## config.mk

```make
export PLATFORM = sky130hd
export DESIGN_NAME = bcd_countdown_timer
export DESIGN_NICKNAME = d
export VERILOG_FILES = /design/src/rtl/bcd_countdown_timer.sv
export SDC_FILE = /design/constraint.sdc
export NUM_CORES = 1
export LEC_CHECK = 0
export ABC_AREA = 0
export BUFFER_PORTS_ARGS = -buffer_cell sky130_fd_sc_hd__buf_2
export CAP_MARGIN = 20
export CORE_ASPECT_RATIO = 1.2
export CORE_MARGIN = 3
export CORE_UTILIZATION = 56
export CTS_BUF_LIST = sky130_fd_sc_hd__clkbuf_2 sky130_fd_sc_hd__clkbuf_4 sky130_fd_sc_hd__clkbuf_8
export CTS_CLUSTER_DIAMETER = 50
export DETAILED_ROUTE_END_ITERATION = 10
export PLACE_DENSITY = 0.95
export SLEW_MARGIN = 25
export SYNTH_ARGS = -nofsm -noshare
export SYNTH_HDL_FRONTEND = slang
export SYNTH_SLANG_ARGS = --single-unit
```

## constraint.sdc

```tcl
create_clock -name clk -period 6.3 [get_ports clk]
set_input_delay 0.945 -clock clk [delete_from_list [all_inputs] [get_ports clk]]
set_output_delay 0.945 -clock clk [all_outputs]
set_load 0.005 [all_outputs]
```

## src/rtl/bcd_countdown_timer.sv

```systemverilog
// Multi-digit BCD countdown timer (MM:SS by default) with borrow-chain decrement,
// run/pause/done control and validated parallel load.
module bcd_countdown_timer #(
  parameter int PAIRS        = 2,
  parameter int TOP_TENS_MAX = 5
) (
  input  logic                 clk,
  input  logic                 clear,
  input  logic                 tick,
  input  logic                 load,
  input  logic [4*2*PAIRS-1:0] load_value,
  input  logic                 start,
  input  logic                 stop,
  output logic [4*2*PAIRS-1:0] count,
  output logic                 running,
  output logic                 paused,
  output logic                 zero,
  output logic                 done,
  output logic                 load_err
);

  localparam int NDIG = 2 * PAIRS;
  localparam int W    = 4 * NDIG;

  typedef enum logic [1:0] {
    ST_IDLE   = 2'd0,
    ST_RUN    = 2'd1,
    ST_PAUSED = 2'd2
  } state_t;

  state_t         state_r, state_s;
  logic [W-1:0]   count_r, count_s;
  logic           done_r, done_s;
  logic           load_err_r, load_err_s;
  logic [W-1:0]   dec_s;
  logic           zero_s;

  // Largest legal value of digit idx; the most significant digit has its own ceiling.
  function automatic logic [3:0] digit_max(input int idx);
    if (idx == NDIG - 1) begin
      return 4'(TOP_TENS_MAX);
    end else if ((idx % 2) == 1) begin
      return 4'd5;
    end else begin
      return 4'd9;
    end
  endfunction

  function automatic logic [3:0] wrap_value(input int idx);
    if ((idx % 2) == 1) begin
      return 4'd5;
    end else begin
      return 4'd9;
    end
  endfunction

  function automatic logic value_legal(input logic [W-1:0] v);
    logic ok;
    ok = 1'b1;
    for (int i = 0; i < NDIG; i++) begin
      if (v[4*i +: 4] > digit_max(i)) begin
        ok = 1'b0;
      end else begin
        ok = ok;
      end
    end
    return ok;
  endfunction

  // A digit decrements only when every lower digit is zero; zero digits wrap.
  function automatic logic [W-1:0] decrement(input logic [W-1:0] v);
    logic [W-1:0] r;
    logic         borrow;
    r      = v;
    borrow = 1'b1;
    for (int i = 0; i < NDIG; i++) begin
      if (borrow) begin
        if (v[4*i +: 4] == 4'd0) begin
          r[4*i +: 4] = wrap_value(i);
        end else begin
          r[4*i +: 4] = v[4*i +: 4] - 4'd1;
        end
      end else begin
        r[4*i +: 4] = v[4*i +: 4];
      end
      borrow = borrow & (v[4*i +: 4] == 4'd0);
    end
    return r;
  endfunction

  assign zero_s = (count_r == {W{1'b0}});
  assign dec_s  = decrement(count_r);

  // Next state, next count and one-cycle pulses; priority load > stop > start > tick.
  always_comb begin
    state_s    = state_r;
    count_s    = count_r;
    done_s     = 1'b0;
    load_err_s = 1'b0;
    case (state_r)
      ST_IDLE, ST_PAUSED: begin
        if (load) begin
          if (value_legal(load_value)) begin
            count_s = load_value;
          end else begin
            load_err_s = 1'b1;
          end
        end else if (stop) begin
          if (state_r == ST_PAUSED) begin
            state_s = ST_IDLE;
          end else begin
            state_s = state_r;
          end
        end else if (start && !zero_s) begin
          state_s = ST_RUN;
        end else begin
          state_s = state_r;
        end
      end
      ST_RUN: begin
        // A load while running is ignored, so lower-priority inputs still act.
        if (stop) begin
          state_s = ST_PAUSED;
        end else if (tick && !zero_s) begin
          count_s = dec_s;
          if (dec_s == {W{1'b0}}) begin
            state_s = ST_IDLE;
            done_s  = 1'b1;
          end else begin
            state_s = ST_RUN;
          end
        end else begin
          state_s = ST_RUN;
        end
      end
      default: begin
        state_s = ST_IDLE;
        count_s = {W{1'b0}};
      end
    endcase
  end

  // State and output registers with synchronous clear.
  always_ff @(posedge clk) begin
    if (clear) begin
      state_r    <= ST_IDLE;
      count_r    <= {W{1'b0}};
      done_r     <= 1'b0;
      load_err_r <= 1'b0;
    end else begin
      state_r    <= state_s;
      count_r    <= count_s;
      done_r     <= done_s;
      load_err_r <= load_err_s;
    end
  end

  assign count    = count_r;
  assign running  = (state_r == ST_RUN);
  assign paused   = (state_r == ST_PAUSED);
  assign zero     = zero_s;
  assign done     = done_r;
  assign load_err = load_err_r;

endmodule

```

==> flow_summary.yaml <==
worst_setup_path:
  cp.required_ns: 5.35
  cp_slowest_cell: "nor4_1"
  cp-start-kind: "register"
  path_class: "reg -> out"
  slowest_delay_ns: 0.81
  crit_start: "count[0]"
  crit_path_end_kind: "output pin"
  crit_chain: "nor4_1, nand4_1, inv_1, buf_2"
  critPathMaxFanout: 8
  crit_arrival_ns: 2.09
  reg2reg_from: "count[0]"
grt:
  grt_overflow: 0
  grtUsageMet1: 0.411
  grt_pass1_wl_um: 7220
  grt_antenna_before_repair: 0
  grt_max_degree: 18
  met3_usage: 0.0680
  grt_pass1_vias: 1515
  use_met2: 0.485
  grt_busiest_layer: "met2"
  grtUsageTotal: 0.312
timing:
  fin_skew_ns: 0.00590
  min_period_ns: 3.03
  holdWs_ns: 0.554
  finalHoldViolCount: 0
  rsz0062_at_grt: "false"
  setup-violations-final: 0
  tightest_slew_ns: 0.892
  finalSetupTns_ns: 0
  drv_slew: 0
  layout_setup_ws_ns: 3.27
  clock.fmax_mhz: 330
  timing.final.crit_share: 0.481
  slew_headroom: 0.400
placed_design:
  gp_congestion: 0.956
  dpl.cell_count: 237
  hpwl_um: 3060
  placed_area_um2: 1530
  io_buffers: 42
  post-place-ws_ns: 3.52
cts:
  post_cts_resized: 0
  postCtsHoldBufs: 0
  numCtsBuffers: 3
  clk_pin_slew_ns: 0.12
  cts_setup_buffers: 0
  clockBufferDepth: 2
  cts-root-buf: "clkbuf_4"
  htree_levels: 1
  cts_tree: "yes"
  clock-sinks: 20
  insertion_delay_ns: 0.31
detailed_routing:
  viasPerCell: 6.93
  drtAntennaViolNets: 0
  drt-total-wl_um: 4440
  wire_per_inst_um: 18.4
  vias: 1670
  firstDrtPassIters: 5
  drt_iter0_markers: 177
  drc: 0
run:
  cap_violations: 0
power:
  total_power_uw: 336
  p_int_uw: 231
  p_switching_uw: 105
  power_leakage_nw: 0.661
  comb_power_share: 0.268
  ir_worst_vdd_v: 0.000164
  swShare: 0.312
  clockPowerShare: 0.321
  powerDensity_nw_per_um2: 213
  sequentialPowerShare: 0.411
synth:
  async_reset_ff_frac: 0
  synth-compound-area-share: 0.323
  synth-xor-area-share: 0.00656
  yosysMostFrequentCell: "a21oi_1"
  synth_area_leaders: "dfxtp_1, a21oi_1, o21ai_0"
  syn_inst: 176
  synthSimpleGateAreaFrac: 0.290
  synth_edf_count: 0
  yosys_warnings: 0
  ys_seq_elements: 20
  muxShareOfSynthArea: 0.00750
  syn_area_um2: 1340
  synth_top_cell_by_area: "dfxtp_1"
  synth_commonest_cells: "a21oi_1, dfxtp_1, nand2_1"
  mappedNetlistNets: 198
  ys_seq_area_frac: 0.300
  synth_top_area_frac: 0.300
  synth_cell_types: 45
  synthAdderAreaFrac: 0
  ys.flop_type: "dfxtp_1"
  syn_area_per_cell_um2: 7.59
  synth_top_family_by_area: "compound AO/OA/AOI/OAI gates"
finish:
  drive_above_1_share: 0.251
  post-route-util: 0.730
  fin_nets: 234
  n_antenna_cell: 0
  fin_area_um2: 1580
  stdcell_count: 241
  syn_to_final_growth_pct: 18.3
die:
  dieArea_um2: 3010
  rows: 18
  die_h_um: 59.5
  initial_utilization: 0.617
  core-area_um2: 2160
  die_w_um: 50.6
  num_io_pins: 43
min_path:
  worstHoldStart: "count[7]"
  hold_class: "reg -> reg"
run_status:
  status: "finished, final reports clean"
-- power by group through the flow --
stage / clock network (mW) / registers, mW / logic [mW]
floorplan: 0 / 0.139 / 0.0612
global placement: 0 / 0.140 / 0.0842
detailed placement: 0 / 0.141 / 0.0854
CTS: 0.109 / 0.138 / 0.0872
global route: 0.115 / 0.139 / 0.0965
finish: 0.108 / 0.138 / 0.0900
-- worst max-delay path: cells and delay by family, from the launching register on --
kind | cells | cell delay, ns
simple gates | 2 | 1.13
flops | 1 | 0.41
buf+inv | 2 | 0.24
-- layout make-up --
class | instances | area (um^2)
clock inverters | 1 | 30.0
fillers | 186 | 583
clock buffers | 3 | 22.5
inverters | 9 | 33.8
multi-input cells | 135 | 837
well taps | 30 | 37.5
repair buffers | 43 | 218
flip-flops and latches | 20 | 400
-- cells by family after synthesis --
kind of cell | count (synthesis)
xor+xnor | 1
mux | 1
flops | 20
buf+inv | 21
compound gates | 66
simple gates | 67
-- final timing paths --
kind / endpoint / slack (ns) / depth (start not counted)
max: zero / 3.27 / 4
max reg2reg: count[10] / 3.53 / 5
min: count[7] / 0.55 / 1
min reg2reg: count[7] / 0.55 / 1
-- per-layer routing --
layer	up-vias	share of wire
met4	0	0.038
met3	30	0.14
met2	157	0.46
li1	744	-
met1	739	0.36
met5	-	0
-- registers in the layout, summed over array words and instances (netlist names) --
| signal | count |
|---|---|
| count | 16 |
| done | 1 |
| load_err | 1 |
| state_r | 2 |
-- layout by cell type (no fill, tap or decap), types with 2 or more instances in the layout --
cell type   n
a221oi_1    2
or4_4       2
nor3_1      9
nor3b_1     3
o31ai_1     4
a31oi_1     2
o21ai_0    11
nor4_1      8
clkbuf_4    3
nor2_1     11
buf_2      42
nor2b_1     2
o21a_1      2
nand2b_1    2
a21oi_1    22
nand2_1    12
a211oi_1    7
o2bb2ai_1   3
nand3_1     7
inv_1       9
nand4_1     3
a22oi_1     3
dfxtp_1    20
No activity file was read; power rests on OpenSTA's default activity.
